$ cat src/rtl/int_alu_seq.sv
// int_alu_seq: RV32I/RV64I integer/branch execute unit with valid/ready handshakes and an
// iterative shifter; define INT_ALU_BARREL_SHIFT_EN to use a single-cycle barrel shifter instead.
module int_alu_seq #(
  parameter int XLEN       = 32,
  parameter int SHAMT_STEP = 1
) (
  input  logic            clk,
  input  logic            rst,
  input  logic            in_valid,
  output logic            in_ready,
  input  logic            in_mode,
  input  logic [2:0]      in_funct3,
  input  logic            in_alt,
  input  logic [XLEN-1:0] in_a,
  input  logic [XLEN-1:0] in_b,
  output logic            out_valid,
  input  logic            out_ready,
  output logic [XLEN-1:0] out_result,
  output logic            out_taken,
  output logic            out_illegal,
  output logic            busy
);

  localparam int SHW = $clog2(XLEN);

  localparam logic [2:0] F3_ADD  = 3'b000;
  localparam logic [2:0] F3_SL   = 3'b001;
  localparam logic [2:0] F3_SLT  = 3'b010;
  localparam logic [2:0] F3_SLTU = 3'b011;
  localparam logic [2:0] F3_XOR  = 3'b100;
  localparam logic [2:0] F3_SR   = 3'b101;
  localparam logic [2:0] F3_OR   = 3'b110;
  localparam logic [2:0] F3_AND  = 3'b111;

  logic            accept;
  logic [SHW-1:0]  shamt;
  logic            lt_s, lt_u, eq;
  logic [XLEN-1:0] alu_res;
  logic            br_taken, br_illegal;

  logic            out_valid_q, out_valid_d;
  logic [XLEN-1:0] result_q, result_d;
  logic            taken_q, taken_d;
  logic            illegal_q, illegal_d;

`ifdef INT_ALU_BARREL_SHIFT_EN
  logic [XLEN-1:0] sra_in;

  assign sra_in   = $signed(in_a) >>> shamt;
  assign in_ready = !out_valid_q || out_ready;
  assign busy     = 1'b0;
`else
  localparam int SW1 = SHW + 1;
  localparam logic [SW1-1:0] STEP = SW1'(SHAMT_STEP);

  typedef enum logic {IDLE, SHIFT} state_e;

  state_e          state_q, state_d;
  logic [SHW-1:0]  rem_q, rem_d;
  logic            left_q, left_d;
  logic            arith_q, arith_d;
  logic            start_shift;
  logic [SW1-1:0]  rem_ext, step_amt;
  logic [XLEN-1:0] sra_step, shifted;

  assign in_ready    = (state_q == IDLE) && (!out_valid_q || out_ready);
  assign busy        = (state_q == SHIFT);
  assign start_shift = !in_mode && ((in_funct3 == F3_SL) || (in_funct3 == F3_SR)) && (shamt != '0);

  // One iteration: shift the working value by min(remaining, SHAMT_STEP).
  always_comb begin
    rem_ext  = {1'b0, rem_q};
    step_amt = (rem_ext < STEP) ? rem_ext : STEP;
    sra_step = $signed(result_q) >>> step_amt;
    shifted  = left_q ? (result_q << step_amt) : (arith_q ? sra_step : (result_q >> step_amt));
  end
`endif

  assign accept = in_valid && in_ready;
  assign shamt  = in_b[SHW-1:0];

  always_comb begin
    lt_s       = $signed(in_a) < $signed(in_b);
    lt_u       = in_a < in_b;
    eq         = in_a == in_b;
    alu_res    = '0;
    br_taken   = 1'b0;
    br_illegal = 1'b0;
    if (in_mode) begin
      case (in_funct3)
        3'b000:  br_taken = eq;
        3'b001:  br_taken = !eq;
        3'b100:  br_taken = lt_s;
        3'b101:  br_taken = !lt_s;
        3'b110:  br_taken = lt_u;
        3'b111:  br_taken = !lt_u;
        default: br_illegal = 1'b1;
      endcase
    end else begin
      case (in_funct3)
        F3_ADD:  alu_res = in_alt ? (in_a - in_b) : (in_a + in_b);
        F3_SLT:  alu_res = {{(XLEN-1){1'b0}}, lt_s};
        F3_SLTU: alu_res = {{(XLEN-1){1'b0}}, lt_u};
        F3_XOR:  alu_res = in_a ^ in_b;
        F3_OR:   alu_res = in_a | in_b;
        F3_AND:  alu_res = in_a & in_b;
`ifdef INT_ALU_BARREL_SHIFT_EN
        F3_SL:   alu_res = in_a << shamt;
        F3_SR:   alu_res = in_alt ? sra_in : (in_a >> shamt);
`else
        // Only shamt == 0 takes this path; non-zero shifts go through SHIFT.
        F3_SL:   alu_res = in_a;
        F3_SR:   alu_res = in_a;
`endif
        default: alu_res = '0;
      endcase
    end
  end

  always_comb begin
    // NOTE: every variable gets a default first so no path leaves it unassigned (no latches).
    out_valid_d = out_valid_q && !out_ready;
    result_d    = result_q;
    taken_d     = taken_q;
    illegal_d   = illegal_q;
`ifndef INT_ALU_BARREL_SHIFT_EN
    state_d     = state_q;
    rem_d       = rem_q;
    left_d      = left_q;
    arith_d     = arith_q;
    if (accept && start_shift) begin
      state_d   = SHIFT;
      rem_d     = shamt;
      left_d    = (in_funct3 == F3_SL);
      arith_d   = in_alt;
      result_d  = in_a;
      taken_d   = 1'b0;
      illegal_d = 1'b0;
    end else
`endif
    if (accept) begin
      out_valid_d = 1'b1;
      result_d    = alu_res;
      taken_d     = br_taken;
      illegal_d   = br_illegal;
    end
`ifndef INT_ALU_BARREL_SHIFT_EN
    if (state_q == SHIFT) begin
      result_d = shifted;
      rem_d    = rem_q - step_amt[SHW-1:0];
      if (rem_d == '0) begin
        state_d     = IDLE;
        out_valid_d = 1'b1;
      end
    end
`endif
  end

  always_ff @(posedge clk or posedge rst) begin
    if (rst) begin
      out_valid_q <= 1'b0;
      result_q    <= '0;
      taken_q     <= 1'b0;
      illegal_q   <= 1'b0;
`ifndef INT_ALU_BARREL_SHIFT_EN
      state_q     <= IDLE;
      rem_q       <= '0;
      left_q      <= 1'b0;
      arith_q     <= 1'b0;
`endif
    end else begin
      // NOTE: non-blocking assignments so all registers update from pre-edge values.
      out_valid_q <= out_valid_d;
      result_q    <= result_d;
      taken_q     <= taken_d;
      illegal_q   <= illegal_d;
`ifndef INT_ALU_BARREL_SHIFT_EN
      state_q     <= state_d;
      rem_q       <= rem_d;
      left_q      <= left_d;
      arith_q     <= arith_d;
`endif
    end
  end

  assign out_valid   = out_valid_q;
  assign out_result  = result_q;
  assign out_taken   = taken_q;
  assign out_illegal = illegal_q;

endmodule

$ cat config.mk
export PLATFORM = sky130hd
export DESIGN_NAME = int_alu_seq
export DESIGN_NICKNAME = d
export VERILOG_FILES = /design/src/rtl/int_alu_seq.sv
export SDC_FILE = /design/constraint.sdc
export NUM_CORES = 1
export LEC_CHECK = 0
export ABC_AREA = 1
export ABC_CLOCK_PERIOD_IN_PS = 4550
export CAP_MARGIN = 20
export CORE_MARGIN = 2
export CORE_UTILIZATION = 50
export CTS_BUF_LIST = sky130_fd_sc_hd__clkbuf_8 sky130_fd_sc_hd__clkbuf_16
export CTS_CLUSTER_DIAMETER = 150
export DETAILED_ROUTE_END_ITERATION = 7
export GPL_ROUTABILITY_DRIVEN = 0
export PLACE_DENSITY = 0.73
export SLEW_MARGIN = 15
export SYNTH_ARGS = -nofsm -noshare
export SYNTH_HDL_FRONTEND = slang
export SYNTH_SLANG_ARGS = --single-unit
$ cat constraint.sdc
create_clock -name clk -period 4.55 [get_ports clk]
set_input_delay 0.91 -clock clk [delete_from_list [all_inputs] [get_ports clk]]
set_output_delay 0.91 -clock clk [all_outputs]
set_load 0.05 [all_outputs]
==> results by group, run 1 <==
Yosys
  • Synthesized area divided by synthesized cell count: 5.561 sq um
  • Portion of synthesized cell area occupied by the leading cell type: 19.30%
  • Number of nets in the synthesized netlist: 1824
  • Synthesis-stage register bit count: 43
  • Most area-hungry cell type in the Yosys netlist: sky130_fd_sc_hd__nand2_1
  • Part of the Yosys area used for sequential elements: 11.72%
  • Largest cells by area after synthesis: sky130_fd_sc_hd__nand2_1 (19%), sky130_fd_sc_hd__ha_1 (13%), sky130_fd_sc_hd__dfrtp_1 (12%)
  • Count of cell types in the netlist: 45
  • Proportion of synthesized flip-flops having asynchronous set or reset: 100.0%
  • Primary flip-flop cell chosen by synthesis mapping: sky130_fd_sc_hd__dfrtp_1
  • Synthesis warning total: 0
  • Top cell types by occurrence after synthesis: sky130_fd_sc_hd__nand2_1 (472), sky130_fd_sc_hd__inv_1 (254), sky130_fd_sc_hd__nor2_1 (156)
  • Summed instance area of the synthesized netlist: 0.009181 sq mm
  • Number of instances in the synthesized netlist: 1651
  • Count of flip-flops with a built-in enable after synthesis: 0
  • Library cell with the highest instance count after synthesis: sky130_fd_sc_hd__nand2_1

Worst setup path
  • Startpoint class of the critical path: input port
  • Classification of the worst setup path: in -> reg
  • Crit. End Element: flip-flop
  • Number of buffers and inverters on the critical path: 1
  • Library cell contributing the largest single delay on the critical path: sky130_fd_sc_hd__clkdlybuf4s50_1
  • Largest stage delay on the critical path: 0.47 ns
  • Kind of cell adding the most delay to the critical path: compound AO/OA/AOI/OAI gates
  • CP arrival: 3.55 ns
  • Ordered list of cells on the worst path: clkdlybuf4s50_1 > ha_1 > fa_1 > nand3_1 > nand3_1 > nand2_1 > nand2_1 > o21ai_0 > nor2_1 > o211ai_1 > a22oi_1
  • Highest net fanout along the worst path: 4
  • Critical path data required time: 4.70 ns

Timing
  • Final worst hold slack: 0.5015 ns
  • Final number of max-transition violations: 0
  • Clock Skews: 0.008322 ns
  • Fmax achieved: 294.6 MHz
  • Final setup viols: 0
  • RSZ-0062 raised after global routing: false
  • Post-route worst setup slack: 1.156 ns
  • Least-Margin Pin Slew: 0.9177 ns
  • Period utilisation layout: 74.60%
  • Hold Fails Final Rpt: 0
  • Headroom to the max-slew limit: 38.73%
  • Final critical delay including setup and external delays: 3.394 ns
  • Setup TNS: 0 ns

Clocking
  • Clock latency on the worst-skew pair: 0.30 ns
  • TritonCTS clock tree: yes
  • H-tree level count: 2
  • Clock Sink Count: 43
  • Post-cts sizing count: 0
  • Root buffer selected by CTS: sky130_fd_sc_hd__clkbuf_16
  • Max clock buf depth: 2
  • Count of hold-fix buffers inserted at cts: 0
  • TritonCTS Buffers: 5
  • Buffer count from post-CTS setup fixing: 0
  • Clock-pin slew reported for the worst setup and hold paths after clock tree synthesis: 0.07 ns

Global routing
  • Wire length of the first global-routing pass: 54.01 mm
  • GRT Resource Usage Total: 34.62%
  • Antenna violations before repair: 0
  • GRT overflow: 0
  • Maximum number of pins on one net before global-route repair: 51
  • Vias in the first global route: 10.19k

Drt
  • Number of design rule violations left after detail routing: 0
  • Overall via count from detail_route: 11.58k
  • Count of TritonRoute iterations in the first routing pass: 6
  • Avg WL per Cell: 17.95 microns
  • Sum of routed wire length over all layers: 34.98 mm
  • Detailed-routed wire length on met2: 14.83 mm
  • Remaining number of nets flagged by the antenna check after routing: 0
  • Via-per-instance ratio: 5.939
  • Number of DRC markers after the initial detailed-route iteration: 1502
  • Top routing layer in use: met4
  • Met1 wire length: 14.48 mm
  • Met3 wire length: 4.699 mm

Floorplanning
  • Number of top-level pins: 110
  • Width of the die: 139.5 microns
  • Die H: 139.5 microns
  • Total die area: 0.01946 sq mm
  • Area of the core: 0.01796 sq mm
  • FP Rows: 49
  • Initial Utilization: 51.11%

Layout
  • Ant. Diodes: 0
  • Fraction of layout cells with a size suffix above 1: 6.570%
  • Synth-to-layout area growth: 14.87%
  • Utilization of the core after routing: 58.71%
  • Total Nets Final: 1892
  • Cell area after layout: 0.01055 sq mm
  • Final standard cell count with taps included and fillers excluded: 1949

Power and ir drop
  • Static leakage power: 5.453 nW
  • Peak supply drop: 0.5876 mV
  • Design Power: 4.232 mW
  • Total power divided by cell area: 401.3 mW/mm^2

Outcome
  • Status: finished, final reports clean

Placed design
  • Placed insts: 1941
  • Estimated wirelength of the detail-placed design: 27.63 mm
  • Pre-CTS setup slack: 0.9612 ns
  • Post-detailed-placement cell area: 0.01037 sq mm
  • Input/output buffers: 109

Job
  • Number of max-capacitance violations reported: 0

Min path
  • Worst hold path type: reg -> reg
==> layer usage <==
metal	global-route usage, %	vias to the layer above
met1	48.77	5284
met3	7.743	80
met5	0	-
met4	10.79	0
li1	-	5450
met2	52.68	762
==> sequential cells by signal (all words and copies together) (netlist names) <==
signal and count:
out_result 32, rem_q 5, arith_q 1, busy 1, left_q 1, out_illegal 1
out_taken 1, out_valid 1
==> worst reg2reg max path, stage by stage, from the launching register on <==
cell	delay, ns
sky130_fd_sc_hd__dfrtp_1	0.36
sky130_fd_sc_hd__buf_4	0.26
sky130_fd_sc_hd__nor2_2	0.17
sky130_fd_sc_hd__nand2_1	0.22
sky130_fd_sc_hd__inv_2	0.16
sky130_fd_sc_hd__nor2_1	0.05
sky130_fd_sc_hd__buf_4	0.21
sky130_fd_sc_hd__inv_2	0.61
sky130_fd_sc_hd__o21ai_0	0.33
sky130_fd_sc_hd__nor2_1	0.17
sky130_fd_sc_hd__a21oi_1	0.09
==> cell families (layout without fill, tap and decap cells) <==
kind of cell             after synthesis  after routing  share of synthesized area, %
AND/OR/NAND/NOR                      836            836                         38.23
buffers and inverters                362            431                         15.60
XOR/XNOR                               2              2                        0.1908
adder cells (fa/ha/maj)              100            100                         13.79
AO/OA/AOI/OAI                        308            308                         20.47
flip-flops                            43             43                         11.72
==> area by class of cell <==
| class | count | area (sq um) |
|---|---|---|
| Multi-Input combinational cell | 1246 | 6680 |
| Clock buffer | 6 | 138.9 |
| Tap cell | 229 | 286.5 |
| Sequential cell | 43 | 1076 |
| Fill cell | 1879 | 7417 |
| Clock inverter | 2 | 38.79 |
| Timing Repair Buffer | 124 | 1204 |
| Inverter | 299 | 1122 |
==> worst paths after layout <==
| kind | endpoint | cells past startpoint | slack (ns) | from |
|---|---|---|---|---|
| worst max-delay path | out_result[8] | 11 | 1.16 | in_b[0] |
| worst max register to register | out_result[19] | 10 | 1.79 | busy |
| min in group asynchronous | out_result[30] | 2 | 1.13 | rst |
| worst min register to register | out_taken | 2 | 0.50 | out_taken |
| max in group asynchronous | out_result[16] | 2 | 2.84 | rst |
| worst min-delay path | out_taken | 2 | 0.50 | out_taken |
==> cells in the final DEF, fill, tap and decap left out, types with 44 or more instances in the layout <==
master / instances
sky130_fd_sc_hd__a21oi_1: 74
sky130_fd_sc_hd__clkdlybuf4s50_1: 109
sky130_fd_sc_hd__ha_1: 98
sky130_fd_sc_hd__inv_1: 253
sky130_fd_sc_hd__nand2_1: 472
sky130_fd_sc_hd__nand3_1: 106
sky130_fd_sc_hd__nor2_1: 155
sky130_fd_sc_hd__nor3_1: 45
sky130_fd_sc_hd__o21ai_0: 71
sky130_fd_sc_hd__o22ai_1: 44
==> power breakdown <==
part	internal, mW	switching (mW)	leakage (nW)
Combinational	0.965	2.08	4.84
Sequential	0.575	0.176	0.529
Clock	0.276	0.165	0.0875
Total	1.82	2.42	5.45
(Power assumes the default switching activity.)
==> run 2: changes to the inputs <==
Settings changed: ABC_CLOCK_PERIOD_IN_PS 4550 to 2810, PLACE_DENSITY 0.73 to 0.76.
Clock period 4.55 ns to 2.81 ns, I/O delays scaled along.
==> run 2 against run 1 <==
  * Register-to-register slack worse by 1.3 ns
  * Clock power rose by 28%
  * Setup slack lost 1.1 ns
  * Largest cell class unchanged
==> results by group, run 2 (synthesis gave the netlist of run 1 again) <==
Global routing
  • GRT overflow: 0
  • Vias in the first global route: 11.53k
  • Maximum number of pins on one net before global-route repair: 44
  • Antenna violations before repair: 0
  • Wire length of the first global-routing pass: 58.77 mm
  • GRT Resource Usage Total: 37.68%

Floorplanning
  • Area of the core: 0.01796 sq mm
  • Initial Utilization: 51.11%
  • Die H: 139.5 microns
  • Number of top-level pins: 110
  • Total die area: 0.01946 sq mm
  • Width of the die: 139.5 microns
  • FP Rows: 49

Placed design
  • Input/output buffers: 109
  • Estimated wirelength of the detail-placed design: 30.44 mm

Drt
  • Overall via count from detail_route: 12.74k
  • Number of DRC markers after the initial detailed-route iteration: 1681
  • Sum of routed wire length over all layers: 38.91 mm
  • Number of design rule violations left after detail routing: 0
  • Remaining number of nets flagged by the antenna check after routing: 0
  • Avg WL per Cell: 17.85 microns
  • Via-per-instance ratio: 5.844
  • Count of TritonRoute iterations in the first routing pass: 6

Worst setup path
  • CP dominant cell by count: sky130_fd_sc_hd__nand2_1
  • Critical R2R Capture: out_result[8]
  • R2r setup slk: 0.52 ns
  • Worst reg2reg path startpoint: rem_q[1]
  • Library cell contributing the largest single delay on the critical path: sky130_fd_sc_hd__clkdlybuf4s50_1
  • Ordered list of cells on the worst path: clkdlybuf4s50_1 > inv_1 > buf_4 > ha_1 > inv_1 > o21ai_1 > a21oi_1 > nand2_1 > inv_1 > nand3_1 > nand2_1 > nand2_1 > nand2_1 > nand3_1 > nand2_1 > nand2_1 > nand2_1 > nand2_1
  • Launching instance or port of the critical path: in_b[21]
  • Crit. End Element: flip-flop
  • Highest net fanout along the worst path: 2
  • Critical path data required time: 2.99 ns
  • Number of cells on the worst reg-to-reg path: 9
  • Classification of the worst setup path: in -> reg
  • Worst Setup EP: out_result[24]
  • Largest stage delay on the critical path: 0.52 ns
  • Startpoint class of the critical path: input port
  • CP arrival: 2.95 ns

Clocking
  • Clock-pin slew reported for the worst setup and hold paths after clock tree synthesis: 0.06 ns
  • TritonCTS Buffers: 5
  • TritonCTS clock tree: yes
  • Max clock buf depth: 2
  • Clock Sink Count: 43
  • Clock latency on the worst-skew pair: 0.29 ns
  • H-tree level count: 2
  • Root buffer selected by CTS: sky130_fd_sc_hd__clkbuf_16

Layout
  • Total Nets Final: 2122
  • Count of fill cells added during filler insertion: 1565
  • Commonest non-fill, non-tap cell in the layout: sky130_fd_sc_hd__nand2_1
  • Synth-to-layout area growth: 39.57%
  • Commonest cells after routing, fill and taps aside: sky130_fd_sc_hd__nand2_1 (459), sky130_fd_sc_hd__inv_1 (249), sky130_fd_sc_hd__buf_4 (243)
  • Number of flip-flops under the largest register name: 32
  • Fraction of layout cells with a size suffix above 1: 21.79%

Timing
  • Headroom to the max-slew limit: 61.94%
  • Setup TNS: 0 ns
  • Final critical delay including setup and external delays: 2.764 ns
  • Period utilisation layout: 98.37%
  • Least-Margin Pin Slew: 0.5709 ns
  • Hold Fails Final Rpt: 0
  • Final setup viols: 0
  • Clock Skews: 0.004330 ns
  • Final number of max-transition violations: 0
  • Final worst hold slack: 0.5231 ns
  • Fmax achieved: 361.8 MHz

Min path
  • Hold wc startpoint: out_taken
  • Worst hold path type: reg -> reg

Job
  • Number of max-capacitance violations reported: 0

Power and ir drop
  • Static leakage power: 6.702 nW
  • Total power divided by cell area: 570.6 mW/mm^2
  • Peak supply drop: 0.9813 mV

Outcome
  • Status: finished, final reports clean
==> run 2: timing repair <==
action	CTS	global route
hold buffers	0	0
endpoints found under the setup margin	4	28
pin swaps	0	17
cloned	0	0
gates resized for setup	2	126
setup buffers	0	2
==> run 2: layout make-up <==
class	instances	area (sq um)	area share (%)
Antenna cell	1	2.502	0.01953
Clock buffer	5	125.1	0.9764
Clock inverter	3	12.51	0.09764
Inverter	299	1122	8.758
Multi-Input combinational cell	1246	7187	56.08
Sequential cell	43	1076	8.397
Tap cell	229	286.5	2.236
Timing Repair Buffer	354	3003	23.43
==> run 2: worst max-delay path: cells and delay by family <==
family          cells  cell delay (ns)
compound gates      2             0.39
buf+inv             5             0.93
fa+ha+maj           1             0.19
simple gates       10             0.88
==> run 2: how the worst min path moves through the flow <==
stage                          end  slack (ns)  cells after the start
floorplan                  arith_q        0.48                      2
global placement    out_result[24]        0.49                      2
detailed placement       out_taken        0.49                      2
CTS                      out_taken        0.51                      2
global route             out_taken        0.54                      2
finish                   out_taken        0.52                      2
==> run 2: per-stage QoR <==
stage	utilization (%)	setup slack, ns	std cells	power, mW	instance area (sq um)
detailed placement	67.50	-0.3187	2169	6.443	12130
floorplan	-	0.4488	1651	4.553	9181
CTS	68.29	0.007976	2177	7.022	12270
global placement	67.50	-0.2746	2169	6.343	12130
global route	71.32	-0.01223	2179	7.770	12810
finish	71.34	0.04583	2180	7.312	12810
==> run 2: metal layers <==
metal	GRT usage, %	part of all wire [%]	vias to the layer above
met5	0	0	-
met4	14.73	4.5	0
met3	10.01	15	160
met2	57.43	42	966
met1	50.83	38	5712
li1	-	-	5903
==> run 2: where the power goes <==
| part | internal, mW | switching (mW) |
|---|---|---|
| Combinational | 1.98 | 3.53 |
| Sequential | 0.932 | 0.314 |
| Clock | 0.321 | 0.241 |
